--- config.mk ---
export PLATFORM = sky130hd
export DESIGN_NAME = led_pattern_seq
export DESIGN_NICKNAME = d
export VERILOG_FILES = /design/src/rtl/led_pkg.sv /design/src/rtl/step_divider.sv /design/src/rtl/led_pattern_seq.sv
export SDC_FILE = /design/constraint.sdc
export NUM_CORES = 1
export LEC_CHECK = 0
export BUFFER_PORTS_ARGS = -buffer_cell sky130_fd_sc_hd__buf_2
export CORE_MARGIN = 5
export CORE_UTILIZATION = 45
export DETAILED_ROUTE_END_ITERATION = 10
export PLACE_DENSITY = 0.71
export SYNTH_ARGS = -nofsm -noshare
export SYNTH_HDL_FRONTEND = slang
export SYNTH_HIERARCHICAL = 1
export SYNTH_SLANG_ARGS = --single-unit
--- constraint.sdc ---
create_clock -name clk -period 3 [get_ports clk]
set_input_delay 0.6 -clock clk [delete_from_list [all_inputs] [get_ports clk]]
set_output_delay 0.6 -clock clk [all_outputs]
set_load 0.05 [all_outputs]
--- src/rtl/led_pkg.sv ---
// Shared mode/direction encodings and per-mode initial LED patterns.
package led_pkg;

  localparam int unsigned LED_W  = 8;
  localparam int unsigned MODE_W = 2;

  typedef enum logic [MODE_W-1:0] {
    MODE_BLINK  = 2'd0,
    MODE_CHASE  = 2'd1,
    MODE_BOUNCE = 2'd2,
    MODE_BINARY = 2'd3
  } mode_e;

  typedef enum logic {
    DIR_LEFT  = 1'b0,
    DIR_RIGHT = 1'b1
  } dir_e;

  localparam logic [LED_W-1:0] INIT_BLINK  = 8'h00;
  localparam logic [LED_W-1:0] INIT_CHASE  = 8'h01;
  localparam logic [LED_W-1:0] INIT_BOUNCE = 8'h01;
  localparam logic [LED_W-1:0] INIT_BINARY = 8'h00;

  // Pattern loaded when a mode is entered.
  function automatic logic [LED_W-1:0] init_led(input mode_e m);
    logic [LED_W-1:0] v;
    case (m)
      MODE_BLINK:  v = INIT_BLINK;
      MODE_CHASE:  v = INIT_CHASE;
      MODE_BOUNCE: v = INIT_BOUNCE;
      default:     v = INIT_BINARY;
    endcase
    return v;
  endfunction

endpackage

--- src/rtl/step_divider.sv ---
// Divides the 1 ms tick down to one pattern step every PERIOD_MS ticks.
module step_divider #(
  parameter int unsigned PERIOD_MS = 250,
  parameter int unsigned CNT_W     = 16
) (
  input  logic clk,
  input  logic rstN,
  input  logic iTick1ms,
  input  logic iClear,
  output logic oStepPulse
);

  localparam logic [CNT_W-1:0] LAST = CNT_W'(PERIOD_MS - 1);

  logic [CNT_W-1:0] cnt_q;
  logic [CNT_W-1:0] cnt_d;
  logic             at_last;

  // Next count; the step pulse is combinational so the consumer acts on the same edge.
  always_comb begin
    at_last    = (cnt_q == LAST);
    oStepPulse = iTick1ms && at_last && !iClear;
    cnt_d      = cnt_q;
    if (iClear) begin
      cnt_d = '0;
    end else if (iTick1ms) begin
      cnt_d = at_last ? '0 : cnt_q + CNT_W'(1);
    end
  end

  // Tick counter register with synchronous reset.
  always_ff @(posedge clk) begin
    if (!rstN) begin
      cnt_q <= '0;
    end else begin
      cnt_q <= cnt_d;
    end
  end

endmodule

--- src/rtl/led_pattern_seq.sv ---
// LED pattern sequencer: blink, chase, bounce and binary count, stepped by a divided 1 ms tick.
module led_pattern_seq
  import led_pkg::*;
#(
  parameter int unsigned PERIOD_MS = 250,
  parameter int unsigned CNT_W     = 16
) (
  input  logic              clk,
  input  logic              rstN,
  input  logic              iTick1ms,
  input  logic              iModeNext,
  output logic [LED_W-1:0]  oLed,
  output logic [MODE_W-1:0] oMode,
  output logic              oStep
);

  mode_e            mode_q, mode_d;
  dir_e             dir_q, dir_d;
  logic [LED_W-1:0] led_q, led_d;
  logic             step_q, step_d;
  logic             step_c;
  logic [LED_W-1:0] shifted;

  step_divider #(
    .PERIOD_MS (PERIOD_MS),
    .CNT_W     (CNT_W)
  ) u_step_divider (
    .clk        (clk),
    .rstN       (rstN),
    .iTick1ms   (iTick1ms),
    .iClear     (iModeNext),
    .oStepPulse (step_c)
  );

  // Next-state: a mode advance wins over a coincident step.
  always_comb begin
    mode_d  = mode_q;
    dir_d   = dir_q;
    led_d   = led_q;
    step_d  = 1'b0;
    shifted = '0;
    if (iModeNext) begin
      mode_d = mode_e'(mode_q + 2'd1);
      led_d  = init_led(mode_d);
      dir_d  = DIR_LEFT;
    end else if (step_c) begin
      step_d = 1'b1;
      case (mode_q)
        MODE_BLINK:  led_d = ~led_q;
        MODE_CHASE:  led_d = {led_q[LED_W-2:0], led_q[LED_W-1]};
        MODE_BOUNCE: begin
          if (dir_q == DIR_LEFT) begin
            shifted = {led_q[LED_W-2:0], 1'b0};
            if (shifted == 8'h80) dir_d = DIR_RIGHT;
          end else begin
            shifted = {1'b0, led_q[LED_W-1:1]};
            if (shifted == 8'h01) dir_d = DIR_LEFT;
          end
          led_d = shifted;
        end
        default:     led_d = led_q + 8'd1;
      endcase
    end
  end

  // State and output registers with synchronous reset.
  always_ff @(posedge clk) begin
    if (!rstN) begin
      mode_q <= MODE_BLINK;
      dir_q  <= DIR_LEFT;
      led_q  <= INIT_BLINK;
      step_q <= 1'b0;
    end else begin
      mode_q <= mode_d;
      dir_q  <= dir_d;
      led_q  <= led_d;
      step_q <= step_d;
    end
  end

  assign oLed  = led_q;
  assign oMode = mode_q;
  assign oStep = step_q;

endmodule

==> Word level (Yosys, flattened, before mapping) <==
Cells that the tools add are included.
{ "totals": {"ff_bits": 28, "latch_bits": 0, "ramBits": 0, "romBits": 0, "in_bits": 4, "out_inout_bits": 11, "word_cells": 35, "mem_count": 0} }
{ "op_classes": {"n_addsub": 3, "mul": 0, "n_div": 0, "order_cmp": 0, "n_eq_ne": 7, "shifts": 0, "mux": 10, "bitwise": 2, "reduce_logical": 8} }
{ "ops": {"columns": ["op", "n"], "rows": [
  ["$mux W8", 3],
  ["$pmux W8 S3", 1],
  ["$add A16 B1 Y16 const B", 1],
  ["$eq A16 B8 Y1 const B", 1],
  ["$mux W16", 1],
  ["$add A8 B1 Y8 const B", 1],
  ["$not A8 Y8", 1],
  ["$eq A7 B1 Y1 const B", 1],
  ["$eq A7 B7 Y1 const B", 1],
  ["$mux W1", 5],
  ["$eq A2 B1 Y1 const B", 2],
  ["$eq A2 B2 Y1 const B", 2],
  ["$reduce_or A2 Y1", 2],
  ["$add A2 B1 Y2 const B", 1],
  ["$logic_and A1 B1 Y1", 2],
  ["$logic_not A2 Y1", 1],
  ["$reduce_and A2 Y1", 1],
  ["$reduce_bool A2 Y1", 1],
  ["$logic_not A1 Y1", 1],
  ["$not A1 Y1", 1]
]} }

==> Logic depth before layout (Yosys ltp) <==
Gate-level depths: netlist of run 1.
{ "depth": {"depth_word": 5, "depth_mapped": 9, "ltp_nobuf": 8} }

==> Cells and area by module <==
Netlist of run 1, hierarchy kept.
{ "by_module_without_submodules": {"columns": ["module", "n_inst", "cells_each", "area_each_um2", "seq_area_each_um2"], "rows": [
  ["led_pattern_seq", 1, 122, 992.2, 240.2],
  ["step_divider", 1, 89, 798.3, 320.3]
]} }

==> Worst setup path before layout of run 1 <==
No wires, ideal clock.
{ "synth_path": {"kind": "input-to-reg", "start": "input iTick1ms", "end": "register led_q[5] (netlist: oLed[5])", "setup_time_ns": 0.122, "arrival_time_ns": 2.550, "required_time_ns": 2.878, "path_slack_ns": 0.328, "stages": 7, "path_buffers": 2, "cell_sequence": "buf_4 or4b_1 or4_4 nor4_1 buf_4 nor2_1 a221o_1"} }
{ "synth_via": {"elab_chain_cells": 3} }
{ "synth_rtl": {"columns": ["item", "line_no", "text"], "rows": [
  ["start, declared", "led_pattern_seq.sv:10", "input logic iTick1ms,"],
  ["$logic_and A1 B1 Y1 (2 in a row)", "step_divider.sv:22", "oStepPulse = iTick1ms && at_last && !iClear;"],
  ["named net step_c", "led_pattern_seq.sv:21", "logic step_c;"],
  ["$reduce_bool A2 Y1 (no line)", null, null],
  ["end signal, assigned", "led_pattern_seq.sv:76", "led_q <= led_d;"],
  ["end, declared", "led_pattern_seq.sv:19", "logic [LED_W-1:0] led_q, led_d;"]
]} }
The timed path passes the listed nets, and every way through them passes these cells.
A chain may end at the register's enable or synchronous reset.

==> Worst setup path in the final report of run 1 <==
{ "layout_path": {"start": "register u_step_divider.cnt_q[9]", "end": "register dir_q"} }
{ "layout_via": {"elab_chain_cells": 4} }
{ "layout_rtl": {"columns": ["item", "line_no", "text"], "rows": [
  ["start, declared", "step_divider.sv:15", "logic [CNT_W-1:0] cnt_q;"],
  ["start signal, assigned", "step_divider.sv:36", "cnt_q <= cnt_d;"],
  ["$eq A16 B8 Y1", "step_divider.sv:21", "at_last = (cnt_q == LAST);"],
  ["$logic_and A1 B1 Y1 (2 in a row)", "step_divider.sv:22", null],
  ["named net step_c", "led_pattern_seq.sv:21", null],
  ["$reduce_and A2 Y1 (no line)", null, null],
  ["end signal, assigned", "led_pattern_seq.sv:75", "dir_q <= dir_d;"],
  ["end, declared", "led_pattern_seq.sv:18", "dir_e dir_q, dir_d;"]
]} }
The timed path passes the listed nets, and every way through them passes these cells.

==> impl_metrics.xml, run 1 <==
<?xml version="1.0" encoding="UTF-8"?>
<metrics>
  <group name="yosys">
    <metric name="sequential_cell_area_fraction_in_the_yosys_report" unit="">0.313</metric>
    <metric name="synthesized_area_fraction_occupied_by_xor_and_xnor_cells" unit="">0.0734</metric>
    <metric name="yosys_most_used_dff" unit="">sky130_fd_sc_hd__dfxtp_1</metric>
    <metric name="ys_types" unit="">53</metric>
    <metric name="synth-edff-count" unit="">0</metric>
    <metric name="synth_top_cell_area_share" unit="">0.313</metric>
    <metric name="synth_top_family_by_area" unit="">simple AND/OR/NAND/NOR gates</metric>
    <metric name="post_synthesis_cell_area" unit="mm^2">0.00179</metric>
    <metric name="postSynth.asyncResetShare" unit="">0</metric>
    <metric name="post_synth_mux_area_share" unit="">0.0224</metric>
    <metric name="synth.yosys.warnings" unit="">6</metric>
    <metric name="post_synth_fa_ha_maj_area_fraction" unit="">0.0629</metric>
    <metric name="post_synth_simple_gate_area" unit="">0.263</metric>
    <metric name="ys_seq_elements" unit="">28</metric>
    <metric name="synth.avg_cell_area" unit="um^2">8.49</metric>
    <metric name="syn-num-nets" unit="">224</metric>
    <metric name="synthDominantAreaCellType" unit="">sky130_fd_sc_hd__dfxtp_1</metric>
    <metric name="synth_area_leaders" unit="">sky130_fd_sc_hd__dfxtp_1, sky130_fd_sc_hd__ha_1, sky130_fd_sc_hd__nor2_1</metric>
    <metric name="synth.most_common_cell" unit="">sky130_fd_sc_hd__dfxtp_1</metric>
    <metric name="syn_inst" unit="">211</metric>
    <metric name="synthTopCellsByCount" unit="">sky130_fd_sc_hd__dfxtp_1, sky130_fd_sc_hd__nor2_1, sky130_fd_sc_hd__inv_1, sky130_fd_sc_hd__o21ai_0</metric>
    <metric name="synthesized_area_fraction_occupied_by_ao_oa_aoi_and_oai_cells" unit="">0.189</metric>
  </group>
  <group name="power">
    <metric name="power_switching" unit="W">0.000196</metric>
    <metric name="cellLeakagePower" unit="nW">0.689</metric>
    <metric name="pwr-share-comb" unit="">0.147</metric>
    <metric name="swShare" unit="">0.268</metric>
    <metric name="totalPowerFinal" unit="W">0.000732</metric>
    <metric name="ir_worst_vdd" unit="mV">0.255</metric>
    <metric name="cellPowerDensity" unit="mW/mm^2">382</metric>
    <metric name="power_share_of_the_sequential_group" unit="">0.528</metric>
    <metric name="power_frac_clock" unit="">0.325</metric>
    <metric name="power.internal" unit="W">0.000536</metric>
  </group>
  <group name="placed_design">
    <metric name="place.port_buffers" unit="">14</metric>
    <metric name="dpl-instance-area" unit="mm^2">0.00186</metric>
    <metric name="gpl.final_weighted_congestion" unit="">0.827</metric>
    <metric name="detailedPlacementHpwl" unit="um">2680</metric>
  </group>
  <group name="drt">
    <metric name="initialDrtViolationCount" unit="">128</metric>
    <metric name="post_drt_via_cell_ratio" unit="">5.76</metric>
    <metric name="vias" unit="">1568</metric>
    <metric name="detail_route.drc_violations" unit="">0</metric>
    <metric name="detail-route-antenna-nets" unit="">0</metric>
    <metric name="wirelength" unit="um">3850</metric>
    <metric name="dr.pass1.iters" unit="">4</metric>
    <metric name="detail_route.wl_per_cell" unit="um">14.1</metric>
  </group>
  <group name="global_route">
    <metric name="grtUsageMet2" unit="">0.275</metric>
    <metric name="grt_util_met3" unit="">0.0289</metric>
    <metric name="grt_pass1_wl" unit="um">6700</metric>
    <metric name="globalRouteTotalUtil" unit="">0.155</metric>
    <metric name="number_of_global_route_vias_before_repair" unit="">1496</metric>
    <metric name="grt_use_met1" unit="">0.186</metric>
    <metric name="remaining_global_route_overflow" unit="">0</metric>
    <metric name="pin_count_of_the_biggest_net_entering_global_routing" unit="">17</metric>
    <metric name="antenna_found_initial" unit="">0</metric>
    <metric name="busiest_layer" unit="">met2</metric>
  </group>
  <group name="cells_and_area">
    <metric name="final_layout_size_suffix_gt1_frac" unit="">0.140</metric>
    <metric name="multiInputGateArea" unit="mm^2">0.00109</metric>
    <metric name="diode_count" unit="">0</metric>
    <metric name="layout.area.seq" unit="um^2">561</metric>
    <metric name="layout-area-overhead-vs-synth" unit="%">7.06</metric>
    <metric name="finalCoreUtilization" unit="">0.490</metric>
    <metric name="finish.instance_area" unit="mm^2">0.00192</metric>
    <metric name="final_nets" unit="">236</metric>
    <metric name="layout.filler_cells" unit="">396</metric>
  </group>
  <group name="setup_path">
    <metric name="timing.critical_path.to_type" unit="">register</metric>
    <metric name="startpoint_type" unit="">register</metric>
    <metric name="critical_path_required" unit="ns">3.18</metric>
    <metric name="critPathArrivalTime" unit="ns">2.72</metric>
    <metric name="critical_path_class" unit="">reg2reg</metric>
    <metric name="timing.critical_path.cells" unit="">or4b_1, or4_4, nor4_1, buf_4, and2_1, nand4_1, a22oi_1, nor2_1</metric>
    <metric name="cpPeakStageDelay" unit="ns">0.54</metric>
    <metric name="critical-path-slowest-cell" unit="">sky130_fd_sc_hd__or4b_1</metric>
    <metric name="regToRegStartpoint" unit="">u_step_divider/cnt_q[9]</metric>
    <metric name="worstSetupStartpoint" unit="">u_step_divider/cnt_q[9]</metric>
    <metric name="worstPathMaxFanout" unit="">11</metric>
  </group>
  <group name="floorplan">
    <metric name="initial_utilization" unit="">0.457</metric>
    <metric name="floorplan.core_area" unit="mm^2">0.00391</metric>
    <metric name="chipHeight" unit="um">73.1</metric>
    <metric name="placement_rows" unit="">23</metric>
    <metric name="fp.dieArea" unit="mm^2">0.00534</metric>
    <metric name="top_level_ports" unit="">15</metric>
    <metric name="floorplan.die.width" unit="um">73.1</metric>
  </group>
  <group name="clocking">
    <metric name="cts_setup_buffers" unit="">0</metric>
    <metric name="clockRootBuffer" unit="">sky130_fd_sc_hd__clkbuf_8</metric>
    <metric name="tritoncts" unit="">yes</metric>
    <metric name="cts.htree.levels" unit="">1</metric>
    <metric name="cts.sinks" unit="">28</metric>
    <metric name="worst_skew_pair.late_latency" unit="ns">0.28</metric>
    <metric name="clock_path_buffers" unit="">2</metric>
    <metric name="numCtsBuffers" unit="">3</metric>
    <metric name="post_cts_hold_buffer_count" unit="">0</metric>
    <metric name="clk_transition_reported_paths" unit="ns">0.10</metric>
    <metric name="cts.repair.resized" unit="">0</metric>
  </group>
  <group name="timing">
    <metric name="timing.final.setup_violations" unit="">0</metric>
    <metric name="max_freq" unit="GHz">0.393</metric>
    <metric name="relSlewSlack" unit="">0.699</metric>
    <metric name="hold_viol_final" unit="">0</metric>
    <metric name="worstMarginPinSlew" unit="ns">0.450</metric>
    <metric name="timing.final.crit_share" unit="">0.847</metric>
    <metric name="whs" unit="ns">0.494</metric>
    <metric name="setup_tns" unit="ns">0</metric>
    <metric name="finClkSkew" unit="ns">0.00883</metric>
    <metric name="period_needed" unit="ns">2.54</metric>
    <metric name="grt_setup_unrepaired" unit="">false</metric>
    <metric name="finalMaxSlewViolations" unit="">0</metric>
  </group>
  <group name="outcome">
    <metric name="run_status" unit="">finished, final reports clean</metric>
  </group>
  <group name="run">
    <metric name="timing.max_cap.violations" unit="">0</metric>
  </group>
  <group name="hold_path">
    <metric name="worst_hold_startpoint" unit="">u_step_divider/cnt_q[15]</metric>
    <metric name="hold_wc_path_type" unit="">reg2reg</metric>
  </group>
</metrics>
==> power by group through the flow <==
stage	logic, W	clock network (W)	registers, W
final	0.000108	0.000238	0.000387
after global routing	0.000118	0.000265	0.000388
after CTS	0.000108	0.000249	0.000387
after detailed placement	0.000108	0	0.000395
after global placement	0.000106	0	0.000395
after floorplan	0.0000703	0	0.000408
==> flip-flops by register name (all words and copies together) (netlist names) <==
| signal | flops |
|---|---|
| u_step_divider/cnt_q | 16 |
| oLed | 8 |
| oMode | 2 |
| dir_q | 1 |
| oStep | 1 |
==> worst paths after layout <==
check | cells past startpoint | slack, ns | endpoint
max | 8 | 0.46 | dir_q
min | 2 | 0.49 | u_step_divider/cnt_q[15]
max reg2reg | 8 | 0.46 | dir_q
min reg2reg | 2 | 0.49 | u_step_divider/cnt_q[15]
==> worst max-delay path, delay by kind of cell (launching register included) <==
family	cells	cell delay (ns)
buffers and inverters	1	0.22
DFF	1	0.39
AOI/OAI and AO/OA	1	0.20
and+or+nand+nor	6	1.65
==> layout make-up <==
class                   count  share of cell area
multi-input cells         159               0.570
flip-flops and latches     28               0.292
repair buffers             17              0.0483
well taps                  50              0.0326
clock buffers               4              0.0287
inverters                  14              0.0274
==> cells by family after synthesis <==
group,after synthesis
compound gates,46
flops,28
xor+xnor,15
simple gates,85
buf+inv,24
mux,4
fa+ha+maj,9
==> layout by cell type (no fill, tap or decap), types with 6 or more instances in the layout <==
| master | Yosys | final |
|---|---|---|
| sky130_fd_sc_hd__dfxtp_1 | 28 | 28 |
| sky130_fd_sc_hd__nand2_1 | 10 | 10 |
| sky130_fd_sc_hd__buf_2 | 3 | 14 |
| sky130_fd_sc_hd__xnor2_1 | 10 | 10 |
| sky130_fd_sc_hd__ha_1 | 9 | 9 |
| sky130_fd_sc_hd__nand4_1 | 6 | 6 |
| sky130_fd_sc_hd__nor2_1 | 24 | 24 |
| sky130_fd_sc_hd__a21oi_1 | 9 | 9 |
| sky130_fd_sc_hd__nor4_1 | 6 | 6 |
| sky130_fd_sc_hd__o21ai_0 | 11 | 11 |
| sky130_fd_sc_hd__inv_1 | 14 | 14 |
| sky130_fd_sc_hd__nand3_1 | 9 | 9 |
==> through the flow <==
stage                     cells  setup WS [ns]
after detailed placement    268          0.238
after global routing        272          0.304
final                       272          0.458
after CTS                   272          0.456
after global placement      268          0.291
after floorplan             211          0.328
==> routing by layer <==
metal	vias up	part of all wire	wire length, um
met3	4	0.043	165
li1	782	-	-
met2	32	0.50	1930
met1	750	0.45	1720
met4	0	0.0096	37
met5	-	0	0
Power figures use the tool's default switching activity.
==> run 2: changes to the inputs <==
- clock period: 3 -> 2.6 ns (I/O delays scaled with it)
==> run 2 against run 1 <==
Utilization is 1.3 points higher; sequential power is 15% higher; register-to-register slack worse by 0.28 ns; critical path type unchanged; combinational power is 15% higher; first-iteration DRC count is 27% lower; total power is 15% higher; final area is 2.6% higher.
==> impl_metrics.xml, run 2 (synthesis gave the netlist of run 1 again) <==
<?xml version="1.0" encoding="UTF-8"?>
<metrics>
  <group name="clocking">
    <metric name="clock_path_buffers" unit="">2</metric>
    <metric name="clk_transition_reported_paths" unit="ns">0.10</metric>
    <metric name="cts_setup_buffers" unit="">0</metric>
    <metric name="post_cts_hold_buffer_count" unit="">0</metric>
    <metric name="clockRootBuffer" unit="">sky130_fd_sc_hd__clkbuf_8</metric>
    <metric name="numCtsBuffers" unit="">3</metric>
    <metric name="cts.htree.levels" unit="">1</metric>
    <metric name="cts.sinks" unit="">28</metric>
    <metric name="worst_skew_pair.late_latency" unit="ns">0.28</metric>
    <metric name="tritoncts" unit="">yes</metric>
    <metric name="cts.repair.resized" unit="">0</metric>
  </group>
  <group name="setup_path">
    <metric name="startpoint_type" unit="">register</metric>
    <metric name="worstPathMaxFanout" unit="">7</metric>
    <metric name="timing.critical_path.to_type" unit="">register</metric>
    <metric name="timing.critical_path.cells" unit="">or4b_1, or4_4, nor4_1, buf_4, and2_1, nand4_1, a22oi_1, nor2_1</metric>
    <metric name="critical-path-slowest-cell" unit="">sky130_fd_sc_hd__or4_4</metric>
    <metric name="critPathArrivalTime" unit="ns">2.60</metric>
    <metric name="critical_path_required" unit="ns">2.78</metric>
    <metric name="critical_path_class" unit="">reg2reg</metric>
    <metric name="cpPeakStageDelay" unit="ns">0.53</metric>
  </group>
  <group name="cells_and_area">
    <metric name="layout-area-overhead-vs-synth" unit="%">9.85</metric>
    <metric name="largest_reg_flops" unit="">16</metric>
    <metric name="final_layout_size_suffix_gt1_frac" unit="">0.159</metric>
    <metric name="top_register" unit="">u_step_divider/cnt_q</metric>
    <metric name="diode_count" unit="">0</metric>
    <metric name="finish.instance_area" unit="mm^2">0.00197</metric>
    <metric name="final_common_cell" unit="">sky130_fd_sc_hd__dfxtp_1</metric>
    <metric name="layout.filler_cells" unit="">385</metric>
    <metric name="final_nets" unit="">241</metric>
    <metric name="finalCoreUtilization" unit="">0.503</metric>
    <metric name="layout.cells.most_common_list" unit="">sky130_fd_sc_hd__dfxtp_1, sky130_fd_sc_hd__nor2_1, sky130_fd_sc_hd__inv_1, sky130_fd_sc_hd__buf_2, sky130_fd_sc_hd__o21ai_0</metric>
  </group>
  <group name="power">
    <metric name="power_share_of_the_sequential_group" unit="">0.529</metric>
    <metric name="power_switching" unit="W">0.000223</metric>
    <metric name="power_frac_clock" unit="">0.323</metric>
    <metric name="swShare" unit="">0.264</metric>
    <metric name="ir_worst_vdd" unit="mV">0.238</metric>
    <metric name="cellPowerDensity" unit="mW/mm^2">429</metric>
    <metric name="cellLeakagePower" unit="nW">0.718</metric>
    <metric name="pwr-share-comb" unit="">0.148</metric>
    <metric name="power.internal" unit="W">0.000621</metric>
  </group>
  <group name="drt">
    <metric name="wirelength" unit="um">3770</metric>
    <metric name="highest_layer" unit="">met4</metric>
    <metric name="detail_route.drc_violations" unit="">0</metric>
    <metric name="detail_route.wl_per_cell" unit="um">13.6</metric>
    <metric name="met3_length" unit="um">165</metric>
    <metric name="dr.pass1.iters" unit="">4</metric>
    <metric name="met2RoutedLength" unit="um">1790</metric>
    <metric name="detail-route-antenna-nets" unit="">0</metric>
    <metric name="route.layer.met1.wl" unit="um">1770</metric>
    <metric name="post_drt_via_cell_ratio" unit="">5.57</metric>
    <metric name="vias" unit="">1544</metric>
    <metric name="initialDrtViolationCount" unit="">93</metric>
  </group>
  <group name="outcome">
    <metric name="run_status" unit="">finished, final reports clean</metric>
  </group>
  <group name="global_route">
    <metric name="pin_count_of_the_biggest_net_entering_global_routing" unit="">17</metric>
    <metric name="antenna_found_initial" unit="">0</metric>
    <metric name="globalRouteTotalUtil" unit="">0.153</metric>
    <metric name="number_of_global_route_vias_before_repair" unit="">1518</metric>
    <metric name="remaining_global_route_overflow" unit="">0</metric>
    <metric name="grt_pass1_wl" unit="um">6670</metric>
  </group>
  <group name="timing">
    <metric name="relSlewSlack" unit="">0.690</metric>
    <metric name="period_needed" unit="ns">2.42</metric>
    <metric name="max_freq" unit="GHz">0.413</metric>
    <metric name="post-route-worst-setup-slack" unit="ns">0.180</metric>
    <metric name="timing.final.setup_violations" unit="">0</metric>
    <metric name="grt_setup_unrepaired" unit="">false</metric>
    <metric name="finClkSkew" unit="ns">0.0100</metric>
    <metric name="hold_viol_final" unit="">0</metric>
    <metric name="worstMarginPinSlew" unit="ns">0.464</metric>
    <metric name="timing.final.crit_share" unit="">0.931</metric>
    <metric name="finalMaxSlewViolations" unit="">0</metric>
    <metric name="whs" unit="ns">0.492</metric>
  </group>
  <group name="placed_design">
    <metric name="gpl.final_weighted_congestion" unit="">0.888</metric>
    <metric name="place.port_buffers" unit="">14</metric>
    <metric name="detailedPlacementHpwl" unit="um">2690</metric>
    <metric name="place_worst_setup_slack" unit="ns">-0.0102</metric>
    <metric name="dpl-instance-area" unit="mm^2">0.00191</metric>
  </group>
  <group name="floorplan">
    <metric name="placement_rows" unit="">23</metric>
    <metric name="top_level_ports" unit="">15</metric>
    <metric name="initial_utilization" unit="">0.457</metric>
    <metric name="fp.dieArea" unit="mm^2">0.00534</metric>
    <metric name="floorplan.core_area" unit="mm^2">0.00391</metric>
    <metric name="chipHeight" unit="um">73.1</metric>
    <metric name="floorplan.die.width" unit="um">73.1</metric>
  </group>
  <group name="run">
    <metric name="timing.max_cap.violations" unit="">0</metric>
  </group>
  <group name="hold_path">
    <metric name="hold_wc_path_type" unit="">reg2reg</metric>
  </group>
</metrics>
[run 2: changes by cell type in the layout (fill, tap and decap cells not counted)]
cell	previous run	this run
sky130_fd_sc_hd__buf_4	3	7
sky130_fd_sc_hd__buf_12	0	1
[run 2: layout make-up]
cell class	count	area (um^2)	share of cell area
Multi-Input combinational cell	159	1090	0.556
Sequential cell	28	561	0.285
Timing Repair Buffer	22	143	0.0725
Tap cell	50	62.6	0.0318
Clock buffer	4	55.1	0.0280
Inverter	14	52.6	0.0267
[run 2: per-stage QoR]
| stage | instances | TNS (ns) | total power (W) |
|---|---|---|---|
| 6_report | 277 | 0 | 0.000843 |
| 5_1_grt | 277 | 0 | 0.000888 |
| 4_1_cts | 277 | 0 | 0.000861 |
| 3_5_place_dp | 273 | -0.0102 | 0.000581 |
| 3_3_place_gp | 273 | 0 | 0.000579 |
| 2_1_floorplan | 211 | 0 | 0.000552 |
[run 2: critical path: cells and delay by family, from the launching register on]
| family | cells | cell delay [ns] |
|---|---|---|
| buffers and inverters | 1 | 0.18 |
| AO/OA/AOI/OAI | 1 | 0.20 |
| AND/OR/NAND/NOR | 6 | 1.57 |
| flip-flops | 1 | 0.36 |
[run 2: path summary, 6_finish.rpt]
| path | depth (start not counted) | slack (ns) | start | endpoint |
|---|---|---|---|---|
| worst max register to register | 8 | 0.18 | u_step_divider/cnt_q[10] | dir_q |
| worst min-delay path | 2 | 0.49 | u_step_divider/cnt_q[15] | u_step_divider/cnt_q[15] |
| worst min register to register | 2 | 0.49 | u_step_divider/cnt_q[15] | u_step_divider/cnt_q[15] |
| worst max-delay path | 8 | 0.18 | u_step_divider/cnt_q[10] | dir_q |
[run 2: metal layers]
metal / GRT usage / vias to the layer above
met5: 0 / -
met2: 0.260 / 36
met1: 0.186 / 707
li1: - / 795
met4: 0.0615 / 0
met3: 0.0331 / 6
[run 2: power groups by stage]
stage	Clock [W]	Sequential, W	Combinational [W]
6_report	0.000272	0.000446	0.000124
5_1_grt	0.000302	0.000449	0.000137
4_1_cts	0.000289	0.000446	0.000126
3_5_place_dp	0	0.000456	0.000125
3_3_place_gp	0	0.000456	0.000123
2_1_floorplan	0	0.000471	0.0000811
==> run 3: changes to the inputs <==
- PLACE_DENSITY: 0.71 -> 0.73
- clock period: 2.6 -> 2.2 ns (I/O delays scaled with it)
==> run 3 against run 2 <==
The run now ends with setup timing left; clock skew down 0.0046 ns; global-route usage shrank 0.32 points; sequential share of layout area is 1.6 points lower; register-to-register slack worse by 0.28 ns; utilization rose by 3.2 points; critical path depth unchanged; fmax grew 5.1%; clock-buffer cell count down 1.
==> impl_metrics.xml, run 3 (synthesis gave the netlist of run 1 again) <==
<?xml version="1.0" encoding="UTF-8"?>
<metrics>
  <group name="outcome">
    <metric name="run_status" unit="">finished, violations left</metric>
    <metric name="failed_checks" unit="">setup timing</metric>
  </group>
  <group name="floorplan">
    <metric name="top_level_ports" unit="">15</metric>
    <metric name="fp.dieArea" unit="mm^2">0.00534</metric>
    <metric name="initial_utilization" unit="">0.457</metric>
    <metric name="chipHeight" unit="um">73.1</metric>
    <metric name="floorplan.core_area" unit="mm^2">0.00391</metric>
    <metric name="floorplan.die.width" unit="um">73.1</metric>
    <metric name="placement_rows" unit="">23</metric>
  </group>
  <group name="setup_path">
    <metric name="timing.critical_path.cells" unit="">or4b_1, or4_4, nor4_4, buf_4, buf_4, o21ai_0, a31oi_1, o21a_1</metric>
    <metric name="critical_path_required" unit="ns">2.43</metric>
    <metric name="timing.critical_path.to_type" unit="">register</metric>
    <metric name="critPathArrivalTime" unit="ns">2.53</metric>
    <metric name="cpPeakStageDelay" unit="ns">0.56</metric>
    <metric name="cp_top_family" unit="">simple AND/OR/NAND/NOR gates</metric>
    <metric name="startpoint_type" unit="">register</metric>
    <metric name="worstPathMaxFanout" unit="">7</metric>
    <metric name="critical-path-slowest-cell" unit="">sky130_fd_sc_hd__or4_4</metric>
    <metric name="cpMostUsedCell" unit="">sky130_fd_sc_hd__buf_4</metric>
    <metric name="bufs_and_invs_on_worst_path" unit="">2</metric>
    <metric name="critical_path_class" unit="">reg2reg</metric>
  </group>
  <group name="timing">
    <metric name="finClkSkew" unit="ns">0.00545</metric>
    <metric name="period_needed" unit="ns">2.30</metric>
    <metric name="grt_setup_unrepaired" unit="">true</metric>
    <metric name="timing.final.crit_share" unit="">1.05</metric>
    <metric name="setup_tns" unit="ns">-0.580</metric>
    <metric name="hold_viol_final" unit="">0</metric>
    <metric name="max_freq" unit="GHz">0.434</metric>
    <metric name="timing.final.setup_violations" unit="">12</metric>
    <metric name="finalMaxSlewViolations" unit="">0</metric>
    <metric name="relSlewSlack" unit="">0.702</metric>
    <metric name="post-route-worst-setup-slack" unit="ns">-0.103</metric>
    <metric name="worstMarginPinSlew" unit="ns">0.446</metric>
  </group>
  <group name="drt">
    <metric name="detail_route.drc_violations" unit="">0</metric>
    <metric name="post_drt_via_cell_ratio" unit="">5.63</metric>
    <metric name="detail_route.wl_per_cell" unit="um">13.8</metric>
    <metric name="vias" unit="">1604</metric>
    <metric name="dr.pass1.iters" unit="">4</metric>
    <metric name="initialDrtViolationCount" unit="">124</metric>
    <metric name="detail-route-antenna-nets" unit="">0</metric>
    <metric name="wirelength" unit="um">3940</metric>
  </group>
  <group name="placed_design">
    <metric name="placed_cells" unit="">280</metric>
    <metric name="place_worst_setup_slack" unit="ns">-0.262</metric>
    <metric name="place.port_buffers" unit="">14</metric>
    <metric name="gpl.final_weighted_congestion" unit="">0.893</metric>
    <metric name="detailedPlacementHpwl" unit="um">2850</metric>
    <metric name="dpl-instance-area" unit="mm^2">0.00198</metric>
  </group>
  <group name="cells_and_area">
    <metric name="diode_count" unit="">0</metric>
    <metric name="layout-area-overhead-vs-synth" unit="%">16.8</metric>
    <metric name="final_nets" unit="">249</metric>
    <metric name="finish.instance_area" unit="mm^2">0.00209</metric>
    <metric name="final_common_cell" unit="">sky130_fd_sc_hd__dfxtp_1</metric>
    <metric name="finish.cell_count_without_fillers" unit="">285</metric>
    <metric name="top_register" unit="">u_step_divider/cnt_q</metric>
    <metric name="largest_reg_flops" unit="">16</metric>
    <metric name="layout.cells.most_common_list" unit="">sky130_fd_sc_hd__dfxtp_1, sky130_fd_sc_hd__nor2_1, sky130_fd_sc_hd__buf_4, sky130_fd_sc_hd__buf_2, sky130_fd_sc_hd__inv_1</metric>
    <metric name="final_layout_size_suffix_gt1_frac" unit="">0.230</metric>
  </group>
  <group name="power">
    <metric name="cellLeakagePower" unit="nW">0.768</metric>
    <metric name="cellPowerDensity" unit="mW/mm^2">522</metric>
    <metric name="ir_worst_vdd" unit="mV">0.308</metric>
  </group>
  <group name="global_route">
    <metric name="grt_pass1_wl" unit="um">6550</metric>
    <metric name="remaining_global_route_overflow" unit="">0</metric>
    <metric name="antenna_found_initial" unit="">0</metric>
    <metric name="globalRouteTotalUtil" unit="">0.150</metric>
    <metric name="number_of_global_route_vias_before_repair" unit="">1545</metric>
    <metric name="pin_count_of_the_biggest_net_entering_global_routing" unit="">17</metric>
  </group>
  <group name="clocking">
    <metric name="post_cts_hold_buffer_count" unit="">0</metric>
    <metric name="worst_skew_pair.late_latency" unit="ns">0.28</metric>
    <metric name="cts.htree.levels" unit="">1</metric>
    <metric name="clockRootBuffer" unit="">sky130_fd_sc_hd__clkbuf_8</metric>
    <metric name="clk_transition_reported_paths" unit="ns">0.09</metric>
    <metric name="numCtsBuffers" unit="">3</metric>
    <metric name="clock_path_buffers" unit="">2</metric>
    <metric name="cts.sinks" unit="">28</metric>
    <metric name="tritoncts" unit="">yes</metric>
  </group>
  <group name="hold_path">
    <metric name="hold_wc_path_type" unit="">in2reg</metric>
  </group>
  <group name="run">
    <metric name="timing.max_cap.violations" unit="">0</metric>
  </group>
</metrics>
run 3: what timing repair did:
action / in CTS / in global routing
endpoints found under the hold margin: 0 / 0
gates resized for setup: 4 / 4
setup buffers: 1 / 0
endpoints found under the setup margin: 10 / 19
pin swaps: 4 / 1
cloned: 0 / 0
run 3: path summary, 6_finish.rpt:
kind	depth (start not counted)	slack, ns	to	startpoint
setup / recovery	8	-0.10	oLed[1]	u_step_divider/cnt_q[12]
hold / removal	2	0.47	oMode[0]	rstN
setup reg to reg	8	-0.10	oLed[1]	u_step_divider/cnt_q[12]
hold reg to reg	2	0.48	u_step_divider/cnt_q[15]	u_step_divider/cnt_q[15]
run 3: worst reg2reg max path, stage by stage, from the launching register on:
cell                      delay [ns]
sky130_fd_sc_hd__dfxtp_1        0.32
sky130_fd_sc_hd__or4b_1         0.52
sky130_fd_sc_hd__or4_4          0.56
sky130_fd_sc_hd__nor4_4         0.15
sky130_fd_sc_hd__buf_4          0.18
sky130_fd_sc_hd__buf_4          0.15
sky130_fd_sc_hd__o21ai_0        0.09
sky130_fd_sc_hd__a31oi_1        0.14
sky130_fd_sc_hd__o21a_1         0.14
run 3: stage by stage:
stage / total power, W / util / hold slack [ns]
after floorplan: 0.000655 / - / 0.443
after global placement: 0.000688 / 0.506 / 0.459
after detailed placement: 0.000689 / 0.506 / 0.471
after CTS: 0.00110 / 0.528 / 0.466
after global routing: 0.00114 / 0.534 / 0.473
final: 0.00109 / 0.534 / 0.466
run 3: layout make-up:
cell class	instances	area (um^2)
fillers	389	1820
flip-flops and latches	28	562
clock inverters	1	30.0
well taps	50	62.6
repair buffers	30	203
multi-input cells	159	1140
clock buffers	3	41.3
inverters	14	52.6
run 3: routing by layer:
| metal | wire, um | vias up | global-route usage | part of all wire |
|---|---|---|---|---|
| met1 | 1740 | 756 | 0.180 | 0.44 |
| met3 | 157 | 8 | 0.0234 | 0.040 |
| met4 | 65 | 0 | 0.0574 | 0.016 |
| li1 | - | 808 | - | - |
| met5 | 0 | - | 0 | 0 |
| met2 | 1980 | 32 | 0.265 | 0.50 |
run 3: power by group:
group | switching (W) | leakage (nW) | internal (W) | total [W]
Sequential | 0.0000130 | 0.227 | 0.000514 | 0.000527
Combinational | 0.0000936 | 0.506 | 0.0000604 | 0.000154
Clock | 0.000166 | 0.0357 | 0.000244 | 0.000410
